$ cat config.mk
export PLATFORM = sky130hd
export DESIGN_NAME = effect_sequencer
export DESIGN_NICKNAME = d
export VERILOG_FILES = /design/src/rtl/effect_sequencer.sv
export SDC_FILE = /design/constraint.sdc
export NUM_CORES = 1
export LEC_CHECK = 0
export BUFFER_PORTS_ARGS = -buffer_cell sky130_fd_sc_hd__clkbuf_2
export CAP_MARGIN = 20
export CORE_UTILIZATION = 55
export CTS_BUF_LIST = sky130_fd_sc_hd__clkbuf_4 sky130_fd_sc_hd__clkbuf_8 sky130_fd_sc_hd__clkbuf_16
export DETAILED_ROUTE_END_ITERATION = 7
export GPL_ROUTABILITY_DRIVEN = 0
export PLACE_DENSITY = 0.75
export SLEW_MARGIN = 40
export SYNTH_ARGS = -nofsm -noshare
export SYNTH_HDL_FRONTEND = slang
export SYNTH_SLANG_ARGS = --single-unit
$ cat constraint.sdc
create_clock -name clk -period 4.45 [get_ports clk]
set_input_delay 1.335 -clock clk [delete_from_list [all_inputs] [get_ports clk]]
set_output_delay 1.335 -clock clk [all_outputs]
set_load 0.01 [all_outputs]
$ cat src/rtl/effect_sequencer.sv
// -----------------------------------------------------------------------------
// effect_sequencer
//   Queues 4-bit decoration opcodes in a small in-order FIFO and executes them
//   one at a time. Light colour and power changes take a single cycle. Sound
//   and movement effects hold their enable for a fixed number of cycles, and
//   no further command is popped while an effect is running.
//
// Ports
//   clk        in   single clock, rising edge
//   rst        in   synchronous reset, active low (flushes FIFO, aborts holds)
//   cmd_valid  in   upstream presents an opcode
//   cmd_op     in   [3:0] opcode
//   cmd_ready  out  FIFO not full; transfer on cmd_valid && cmd_ready
//   powered    out  decoration switched on
//   color      out  [1:0] 00 off, 01 green, 10 purple, 11 orange
//   sound_en   out  sound effect active
//   sound_sel  out  [1:0] 00 scream, 01 cackle, 10 boo (holds last value)
//   move_en    out  actuator active
//   move_sel   out  [1:0] 00 wave hands, 01 move jaw, 10 fog (holds last value)
//   busy       out  FIFO non-empty or an effect in progress
//   drop_cnt   out  [3:0] saturating count of discarded commands
// -----------------------------------------------------------------------------
module effect_sequencer #(
  parameter int DEPTH     = 4,
  parameter int SOUND_CYC = 8,
  parameter int MOVE_CYC  = 6
) (
  input  logic       clk,
  input  logic       rst,
  input  logic       cmd_valid,
  input  logic [3:0] cmd_op,
  output logic       cmd_ready,
  output logic       powered,
  output logic [1:0] color,
  output logic       sound_en,
  output logic [1:0] sound_sel,
  output logic       move_en,
  output logic [1:0] move_sel,
  output logic       busy,
  output logic [3:0] drop_cnt
);

  localparam int AW      = $clog2(DEPTH);
  localparam int MAX_CYC = (SOUND_CYC > MOVE_CYC) ? SOUND_CYC : MOVE_CYC;
  localparam int CW      = $clog2(MAX_CYC) + 1;

  localparam logic [3:0] OP_ON     = 4'b0000;
  localparam logic [3:0] OP_RESET  = 4'b0001;
  localparam logic [3:0] OP_GREEN  = 4'b0100;
  localparam logic [3:0] OP_PURPLE = 4'b0101;
  localparam logic [3:0] OP_ORANGE = 4'b0110;
  localparam logic [3:0] OP_SCREAM = 4'b1000;
  localparam logic [3:0] OP_CACKLE = 4'b1001;
  localparam logic [3:0] OP_BOO    = 4'b1010;
  localparam logic [3:0] OP_WAVE   = 4'b1100;
  localparam logic [3:0] OP_JAW    = 4'b1101;
  localparam logic [3:0] OP_FOG    = 4'b1110;

  typedef enum logic [1:0] {S_IDLE, S_SOUND, S_MOVE} state_t;

  // FIFO storage; pointers carry one extra wrap bit to tell full from empty.
  logic [3:0]  r_mem [DEPTH];
  logic [AW:0] r_wr_ptr;
  logic [AW:0] r_rd_ptr;

  state_t        r_state,     w_state_nx;
  logic [CW-1:0] r_cnt,       w_cnt_nx;
  logic          r_powered,   w_powered_nx;
  logic [1:0]    r_color,     w_color_nx;
  logic          r_sound_en,  w_sound_en_nx;
  logic [1:0]    r_sound_sel, w_sound_sel_nx;
  logic          r_move_en,   w_move_en_nx;
  logic [1:0]    r_move_sel,  w_move_sel_nx;
  logic [3:0]    r_drop_cnt,  w_drop_cnt_nx;

  logic       w_empty;
  logic       w_full;
  logic       w_push;
  logic       w_pop;
  logic       w_drop;
  logic [3:0] w_head;

  assign w_empty = (r_wr_ptr == r_rd_ptr);
  assign w_full  = (r_wr_ptr[AW] != r_rd_ptr[AW]) &&
                   (r_wr_ptr[AW-1:0] == r_rd_ptr[AW-1:0]);
  // Ready comes from registered pointers only, so a pop in this cycle never
  // opens a slot for a push in the same cycle.
  assign w_push  = cmd_valid && !w_full;
  assign w_pop   = (r_state == S_IDLE) && !w_empty;
  assign w_head  = r_mem[r_rd_ptr[AW-1:0]];

  // NOTE: the storage array has no reset; flushing is done by resetting the
  // pointers, and stale entries are unreachable until overwritten.
  always_ff @(posedge clk) begin
    if (rst && w_push) r_mem[r_wr_ptr[AW-1:0]] <= cmd_op;
  end

  always_comb begin
    // NOTE: every target gets a default before any branch, otherwise paths
    // that skip an assignment would infer latches.
    w_state_nx     = r_state;
    w_cnt_nx       = r_cnt;
    w_powered_nx   = r_powered;
    w_color_nx     = r_color;
    w_sound_en_nx  = r_sound_en;
    w_sound_sel_nx = r_sound_sel;
    w_move_en_nx   = r_move_en;
    w_move_sel_nx  = r_move_sel;
    w_drop         = 1'b0;

    unique case (r_state)
      S_IDLE: begin
        if (w_pop) begin
          case (w_head)
            OP_ON:    w_powered_nx = 1'b1;
            OP_RESET: begin
              w_powered_nx  = 1'b0;
              w_color_nx    = 2'b00;
              w_sound_en_nx = 1'b0;
              w_move_en_nx  = 1'b0;
            end
            OP_GREEN, OP_PURPLE, OP_ORANGE: begin
              // 0100/0101/0110 map onto colour codes 01/10/11.
              if (r_powered) w_color_nx = w_head[1:0] + 2'd1;
              else           w_drop     = 1'b1;
            end
            OP_SCREAM, OP_CACKLE, OP_BOO: begin
              if (r_powered) begin
                w_sound_sel_nx = w_head[1:0];
                w_sound_en_nx  = 1'b1;
                w_cnt_nx       = CW'(SOUND_CYC - 1);
                w_state_nx     = S_SOUND;
              end else begin
                w_drop = 1'b1;
              end
            end
            OP_WAVE, OP_JAW, OP_FOG: begin
              if (r_powered) begin
                w_move_sel_nx = w_head[1:0];
                w_move_en_nx  = 1'b1;
                w_cnt_nx      = CW'(MOVE_CYC - 1);
                w_state_nx    = S_MOVE;
              end else begin
                w_drop = 1'b1;
              end
            end
            default: w_drop = 1'b1;
          endcase
        end
      end
      // The counter is loaded with HOLD-1 on entry, so the enable is seen
      // high for exactly HOLD cycles before the state returns to IDLE.
      S_SOUND: begin
        if (r_cnt == '0) begin
          w_sound_en_nx = 1'b0;
          w_state_nx    = S_IDLE;
        end else begin
          w_cnt_nx = r_cnt - 1'b1;
        end
      end
      S_MOVE: begin
        if (r_cnt == '0) begin
          w_move_en_nx = 1'b0;
          w_state_nx   = S_IDLE;
        end else begin
          w_cnt_nx = r_cnt - 1'b1;
        end
      end
      default: w_state_nx = S_IDLE;
    endcase

    w_drop_cnt_nx = r_drop_cnt;
    if (w_drop && (r_drop_cnt != 4'hF)) w_drop_cnt_nx = r_drop_cnt + 4'd1;
  end

  // NOTE: state registers use non-blocking assignments so every register
  // samples pre-edge values regardless of statement order.
  always_ff @(posedge clk) begin
    if (!rst) begin
      r_wr_ptr    <= '0;
      r_rd_ptr    <= '0;
      r_state     <= S_IDLE;
      r_cnt       <= '0;
      r_powered   <= 1'b0;
      r_color     <= 2'b00;
      r_sound_en  <= 1'b0;
      r_sound_sel <= 2'b00;
      r_move_en   <= 1'b0;
      r_move_sel  <= 2'b00;
      r_drop_cnt  <= 4'd0;
    end else begin
      if (w_push) r_wr_ptr <= r_wr_ptr + (AW+1)'(1);
      if (w_pop)  r_rd_ptr <= r_rd_ptr + (AW+1)'(1);
      r_state     <= w_state_nx;
      r_cnt       <= w_cnt_nx;
      r_powered   <= w_powered_nx;
      r_color     <= w_color_nx;
      r_sound_en  <= w_sound_en_nx;
      r_sound_sel <= w_sound_sel_nx;
      r_move_en   <= w_move_en_nx;
      r_move_sel  <= w_move_sel_nx;
      r_drop_cnt  <= w_drop_cnt_nx;
    end
  end

  assign cmd_ready = !w_full;
  assign busy      = !w_empty || (r_state != S_IDLE);
  assign powered   = r_powered;
  assign color     = r_color;
  assign sound_en  = r_sound_en;
  assign sound_sel = r_sound_sel;
  assign move_en   = r_move_en;
  assign move_sel  = r_move_sel;
  assign drop_cnt  = r_drop_cnt;

endmodule

==> flow_summary.yaml, run 1 <==
clock_network:
  clock-sinks: 43
  htreeDepth: 2
  postCtsSetupBuffers: 0
  root_buffer: "clkbuf_8"
  cts_tree: "built"
  post_cts_resized: 0
  cts_made_buffers: 5
  ctsHoldBuffers: 0
  clk_pin_slew_worst_paths_ps: 80
  insertion_delay_ps: 310
  clock_path_buffers: 2
yosys:
  synth.distinct_cells: 42
  ys_warn_count: 0
  synthCells: 209
  synth_area_mm2: 0.00220
  synthArstFlopShare: 0
  synth_ff_type: "dfxtp_1"
  synth.avg_cell_area_um2: 10.5
  synth_edf_count: 16
  ys_ff_latch: 43
  yosysSeqAreaShare: 0.464
  synth_nets: 229
critical_path:
  worst-path-buf-inv: 3
  critPathMaxStageDelay_ps: 590
  r2r_end: "r_state[0]"
  crit_arrival_ps: 2020
  crit_chain: "inv_1 > ha_1 > inv_1 > or4_1 > clkbuf_2"
  crit_path_start_kind: "flop"
  cp_max_fo: 15
  end_kind: "output pin"
  cpMostUsedCell: "inv_1"
  critical_path_required_ps: 3120
  worstRegToRegCells: 8
  r2r_slack_ps: 1770
  crit_family: "simple AND/OR/NAND/NOR gates"
  crit_slowest_cell: "or4_1"
  worstSetupPathType: "reg -> out"
placed_design:
  place_area_mm2: 0.00233
  place_inst: 271
  dp_hpwl_um: 3120
  portBuffers: 21
global_routing:
  use_met3: 0.0747
  grt_max_degree: 21
  grt_use_total: 0.227
  use_met2: 0.367
  grt.overflow.total: 0
  grt_pass1_wl_um: 7270
  busiest_layer: "met2"
  grt_pass1_vias: 1593
  antenna_found_initial: 0
  grt.met1_usage: 0.291
timing:
  rsz0062_at_grt: "false"
  worstMarginPinSlew_ps: 678
  fmax_mhz: 298
  finalMaxSlewViolations: 0
  setup_tns_ps: 0
  period_needed_ps: 3350
  skew_ps: 8.15
  relSlewSlack: 0.545
  final-hold-violation-count: 0
  period_share: 0.753
  finalSetupViolations: 0
floorplanning:
  initial_core_util: 0.587
  die_w_um: 65.2
  die_area_mm2: 0.00425
  die_h_um: 65.2
  coreArea_mm2: 0.00374
  io_pins: 22
  rows: 22
final_layout:
  final_cell_mix: "dfxtp_1, clkbuf_2, nor2_1"
  final_common_cell: "dfxtp_1"
  final_area_mm2: 0.00245
  antenna_cells: 0
  fin_cells: 279
  drive_above_1_share: 0.186
  nNetsFinal: 250
  area_growth_pct: 11.3
power:
  powerDensity_mw_per_mm2: 590
  power_frac_comb: 0.418
  pwr-share-clk: 0.218
  seq_power_share: 0.364
  netSwitchingFraction: 0.391
  p_int_mw: 0.878
  power_switching_mw: 0.565
  ir_drop_uv: 316
  p_leak_nw: 0.971
detailed_routing:
  wl_um: 4200
  vias_per_cell: 5.74
  wl_per_cell_um: 15.1
  drc: 0
  num_vias: 1601
  dr.pass1.iters: 4
  drt_iter0_drc: 114
  antenna_left: 0
run:
  drv_cap: 0
hold_path:
  hold_path.class: "reg -> reg"
  hold_end: "color[0]"
  hp-start: "color[0]"
  worst_hold_path.num_cells: 2
run_status:
  status: "finished, final reports clean"
==> tightest hold or removal path, cell delays in order, from the launching register on <==
cell and delay [ps]:
dfxtp_1 320, nand2_1 50, o21ai_0 60
==> through the flow <==
| step | total power [mW] | setup WS, ps | hold slack, ps | utilization |
|---|---|---|---|---|
| final | 1.44 | 1100 | 477 | 0.653 |
| after global routing | 1.55 | 975 | 508 | 0.653 |
| after CTS | 1.45 | 1120 | 481 | 0.653 |
| after detailed placement | 1.13 | 1460 | 462 | 0.622 |
| after global placement | 1.11 | 1520 | 447 | 0.622 |
| after floorplan | 1.00 | 1860 | 454 | - |
==> synthesized netlist by cell type (3+ instances only) <==
master,count,share of area
xnor2_1,5,0.020
nand2b_1,4,0.011
o21ai_1,3,0.0068
or4_1,3,0.010
a21oi_1,8,0.018
and3_1,5,0.014
xor2_1,6,0.024
edfxtp_1,16,0.22
nor2_1,18,0.031
nor3_1,6,0.014
o21a_1,3,0.010
a31oi_1,4,0.011
ha_1,13,0.074
clkbuf_1,6,0.010
mux2i_1,7,0.032
inv_1,13,0.022
o21ai_0,5,0.011
dfxtp_1,27,0.25
nand2_1,17,0.029
nand3_1,8,0.018
mux4_2,5,0.051
==> flip-flops by register name, summed over array words and instances, names as in the netlist, 2 cells and up, named ones only <==
register / cells
r_state: 2
r_wr_ptr: 3
r_mem: 16
r_cnt: 4
drop_cnt: 4
r_rd_ptr: 3
move_sel: 2
color: 2
sound_sel: 2
==> power groups by stage <==
stage               combinational, mW  clock [mW]  sequential, mW
floorplan                       0.481           0           0.521
global placement                0.582           0           0.532
detailed placement              0.592           0           0.537
CTS                             0.598       0.322           0.527
global route                    0.670       0.341           0.537
finish                          0.603       0.315           0.526
==> metal layers <==
metal | routed length (um) | vias up
met5 | 0 | -
met4 | 39 | 0
met3 | 191 | 6
met2 | 2060 | 40
met1 | 1910 | 755
li1 | - | 800
==> worst max-delay path by stage <==
| stage | depth (start not counted) | slack, ps | from | endpoint |
|---|---|---|---|---|
| 6_report | 5 | 1100 | r_state[0] | busy |
| 5_1_grt | 5 | 970 | r_state[0] | busy |
| 4_1_cts | 5 | 1120 | r_state[0] | busy |
| 3_5_place_dp | 5 | 1460 | r_state[0] | busy |
| 3_3_place_gp | 5 | 1520 | r_state[0] | busy |
| 2_1_floorplan | 4 | 1860 | r_state[0] | busy |
==> layout make-up <==
class	instances	area (um^2)
clock buffers	5	68.8
clock inverters	3	47.5
fillers	302	1300
inverters	13	48.8
multi-input cells	146	1090
flip-flops and latches	43	1020
well taps	48	60.1
repair buffers	21	105
==> cell families after synthesis <==
| group | synth area share |
|---|---|
| compound gates | 0.111 |
| xor+xnor | 0.0438 |
| fa+ha+maj | 0.0740 |
| buf+inv | 0.0376 |
| flops | 0.464 |
| mux | 0.0882 |
| simple gates | 0.181 |
No activity file was read; power rests on OpenSTA's default activity.
==> inputs of run 2 (changes only) <==
Clock period 4.45 ns to 3.4 ns, I/O delays scaled along.
==> flow_summary.yaml, run 2 (same netlist as run 1, synthesis figures left out) <==
final_layout:
  final_util: 0.648
  largest_reg_flops: 16
  seq_area_mm2: 0.00102
  nNetsFinal: 250
  area_growth_pct: 10.3
  antenna_cells: 0
  nFillCells: 333
  multi_input_comb_area_mm2: 0.00109
  final_common_cell: "dfxtp_1"
  drive_above_1_share: 0.186
  fin_cells: 279
  final_cell_mix: "dfxtp_1, clkbuf_2, nor2_1"
clock_network:
  cts_made_buffers: 5
  ctsHoldBuffers: 0
  insertion_delay_ps: 300
  clock_path_buffers: 2
  root_buffer: "clkbuf_8"
  postCtsSetupBuffers: 0
  cts_tree: "built"
  clock-sinks: 43
  clk_pin_slew_worst_paths_ps: 90
  htreeDepth: 2
  post_cts_resized: 0
critical_path:
  r2r_slack_ps: 730
  r2r_end: "r_state[0]"
  worstSetupPathType: "reg -> out"
  end_kind: "output pin"
  worstRegToRegCells: 8
  critical_path_required_ps: 2380
  cp-endpoint: "busy"
  cp_max_fo: 15
  startpoint: "r_state[0]"
  crit_path_start_kind: "flop"
  crit_arrival_ps: 2000
timing:
  period_needed_ps: 3020
  setup_slack_ps: 384
  finalMaxSlewViolations: 0
  final-hold-violation-count: 0
  finalSetupViolations: 0
  worstMarginPinSlew_ps: 723
  fmax_mhz: 332
  rsz0062_at_grt: "false"
  skew_ps: 6.14
  setup_tns_ps: 0
  period_share: 0.887
  relSlewSlack: 0.515
floorplanning:
  coreArea_mm2: 0.00374
  die_area_mm2: 0.00425
  io_pins: 22
  initial_core_util: 0.587
  die_h_um: 65.2
  die_w_um: 65.2
  rows: 22
global_routing:
  antenna_found_initial: 0
  grt_max_degree: 21
  grt_pass1_wl_um: 7190
  grt_pass1_vias: 1542
  grt.overflow.total: 0
  grt_use_total: 0.224
placed_design:
  pre_cts_slack_ps: 725
  dp_hpwl_um: 3120
  place_inst: 271
  portBuffers: 21
detailed_routing:
  dr.pass1.iters: 4
  vias_per_cell: 5.70
  drt_iter0_drc: 134
  wl_um: 4190
  num_vias: 1589
  antenna_left: 0
  drc: 0
  wl_per_cell_um: 15.0
power:
  powerDensity_mw_per_mm2: 751
  p_leak_nw: 0.961
  seq_power_share: 0.375
  power_switching_mw: 0.744
  power_frac_comb: 0.436
  pwr-share-clk: 0.188
  ir_drop_uv: 339
  netSwitchingFraction: 0.408
  p_int_mw: 1.08
run_status:
  status: "finished, final reports clean"
hold_path:
  hold_path.class: "reg -> reg"
run:
  drv_cap: 0
[run 2: cell count changes in the layout (fill, tap and decap cells not counted), sizes merged]
cell / change
bufinv: -1
inv: +1
[run 2: worst min-delay path by stage]
stage | startpoint | end | slack [ps] | cells past startpoint
finish | move_en | move_en | 460 | 2
global route | color[1] | color[1] | 490 | 2
CTS | color[1] | color[1] | 470 | 2
detailed placement | move_en | move_en | 460 | 2
global placement | sound_en | sound_en | 440 | 2
floorplan | r_cnt[0] | r_cnt[0] | 450 | 1
[run 2: per-layer routing]
metal / wire (um) / GRT usage / vias up
li1: - / - / 804
met1: 1880 / 0.288 / 739
met2: 2100 / 0.370 / 41
met3: 170 / 0.0469 / 5
met4: 38 / 0.0842 / 0
met5: 0 / 0 / -
[run 2: layout make-up]
type / count / area share
clock buffer: 5 / 0.0284
clock inverter: 3 / 0.0108
inverter: 13 / 0.0201
multi-input combinational: 146 / 0.451
sequential: 43 / 0.421
tap: 48 / 0.0248
timing repair buffer: 21 / 0.0433
[run 2: worst max-delay path, stage by stage (launching register included)]
cell and delay, ps:
dfxtp_1 320, inv_1 90, ha_1 470, inv_1 70
or4_1 580, clkbuf_2 160
[run 2: power groups by stage]
stage / sequential (mW) / combinational (mW) / clock, mW
5_1_grt: 0.698 / 0.889 / 0.377
4_1_cts: 0.685 / 0.790 / 0.350
6_report: 0.684 / 0.795 / 0.343
3_5_place_dp: 0.696 / 0.784 / 0
3_3_place_gp: 0.695 / 0.766 / 0
2_1_floorplan: 0.682 / 0.630 / 0
[run 2: per-stage QoR]
step	power, mW	hold WS, ps	instance area, um^2
final	1.82	463	2420
after global routing	1.96	489	2420
after CTS	1.83	469	2420
after detailed placement	1.48	456	2330
after global placement	1.46	444	2330
after floorplan	1.31	454	2200
==> inputs of run 3 (changes only) <==
Settings changed: CORE_MARGIN from default to 5, MAX_ROUTING_LAYER from default to met4.
==> flow_summary.yaml, run 3 (same netlist as run 1, synthesis figures left out) <==
run_status:
  status: "finished, final reports clean"
hold_path:
  hp-start: "move_en"
  worst_hold_path.num_cells: 2
  hold_end: "move_en"
  hold_path.class: "reg -> reg"
global_routing:
  antenna_found_initial: 0
  grt_pass1_wl_um: 6760
  grt_use_total: 0.165
  grt_pass1_vias: 1543
  grt.overflow.total: 0
  grt_max_degree: 21
critical_path:
  worstSetupPathType: "reg -> out"
  end_kind: "output pin"
  crit_slowest_cell: "or4_1"
  worst-path-buf-inv: 3
  r2r_end: "move_en"
  crit_family: "simple AND/OR/NAND/NOR gates"
  crit_arrival_ps: 2000
  critical_path_required_ps: 2380
  crit_path_start_kind: "flop"
  startpoint: "r_state[0]"
  cp_max_fo: 15
  critPathMaxStageDelay_ps: 580
  r2r_slack_ps: 760
  cpMostUsedCell: "inv_1"
  crit_chain: "inv_1 > ha_1 > inv_1 > or4_1 > clkbuf_2"
  worstRegToRegCells: 7
detailed_routing:
  antenna_left: 0
  wl_per_cell_um: 14.1
  wl_um: 3960
  vias_per_cell: 5.68
  drc: 0
  num_vias: 1596
  drt_iter0_drc: 87
  dr.pass1.iters: 4
clock_network:
  insertion_delay_ps: 290
  cts_made_buffers: 5
  root_buffer: "clkbuf_8"
  clock-sinks: 43
  postCtsSetupBuffers: 0
  htreeDepth: 2
  clk_pin_slew_worst_paths_ps: 80
  clock_path_buffers: 2
  cts_tree: "built"
  ctsHoldBuffers: 0
  post_cts_resized: 0
run:
  drv_cap: 0
final_layout:
  area_growth_pct: 11.4
  largest_reg_flops: 16
  final_cell_mix: "dfxtp_1, clkbuf_2, nor2_1"
  drive_above_1_share: 0.186
  antenna_cells: 0
  nNetsFinal: 250
  final_common_cell: "dfxtp_1"
floorplanning:
  rows: 23
  die_h_um: 73.2
  io_pins: 22
  initial_core_util: 0.558
  coreArea_mm2: 0.00394
  die_area_mm2: 0.00536
  die_w_um: 73.2
timing:
  relSlewSlack: 0.544
  finalMaxSlewViolations: 0
  whs_ps: 468
  setup_tns_ps: 0
  rsz0062_at_grt: "false"
  worstMarginPinSlew_ps: 680
  final-hold-violation-count: 0
  period_share: 0.887
  skew_ps: 6.57
  period_needed_ps: 3020
  fmax_mhz: 332
  finalSetupViolations: 0
placed_design:
  portBuffers: 21
  dp_hpwl_um: 2980
power:
  p_leak_nw: 0.971
  ir_drop_uv: 321
  powerDensity_mw_per_mm2: 763
-- run 3: per-layer routing --
metal / GRT usage / part of all wire / vias up / routed length, um
met5: - / 0 / - / 0
met3: 0.0413 / 0.056 / 9 / 222
li1: - / - / 801 / -
met2: 0.264 / 0.47 / 41 / 1860
met1: 0.204 / 0.46 / 745 / 1820
met4: 0.0574 / 0.015 / 0 / 59
-- run 3: worst max path at each step --
| stage | endpoint | slack (ps) | depth (start not counted) |
|---|---|---|---|
| floorplan | move_en | 980 | 9 |
| global placement | busy | 780 | 5 |
| detailed placement | busy | 720 | 5 |
| CTS | busy | 400 | 5 |
| global route | busy | 230 | 5 |
| finish | busy | 380 | 5 |
-- run 3: final cells by class --
type | count | area [um^2]
fillers | 315 | 1490
multi-input cells | 146 | 1090
flip-flops and latches | 43 | 1020
repair buffers | 21 | 105
clock buffers | 5 | 68.8
well taps | 50 | 62.6
inverters | 13 | 48.8
clock inverters | 3 | 47.5
-- run 3: metrics by stage --
stage / worst slack [ps] / cell area [um^2] / power [mW] / cells / util
floorplan: 976 / 2200 / 1.31 / 209 / -
finish: 385 / 2450 / 1.87 / 281 / 0.621
detailed placement: 721 / 2330 / 1.47 / 273 / 0.592
global route: 226 / 2450 / 2.00 / 281 / 0.621
CTS: 403 / 2450 / 1.87 / 281 / 0.621
global placement: 781 / 2330 / 1.45 / 273 / 0.592
-- run 3: worst min-delay path, stage by stage (launching register included) --
cell     delay (ps)
dfxtp_1         320
nand2_1          50
o21ai_1          60
-- run 3: power by group --
part,internal (mW),total (mW),switching [mW]
logic,0.317,0.782,0.465
clock network,0.223,0.401,0.179
registers,0.608,0.685,0.0769
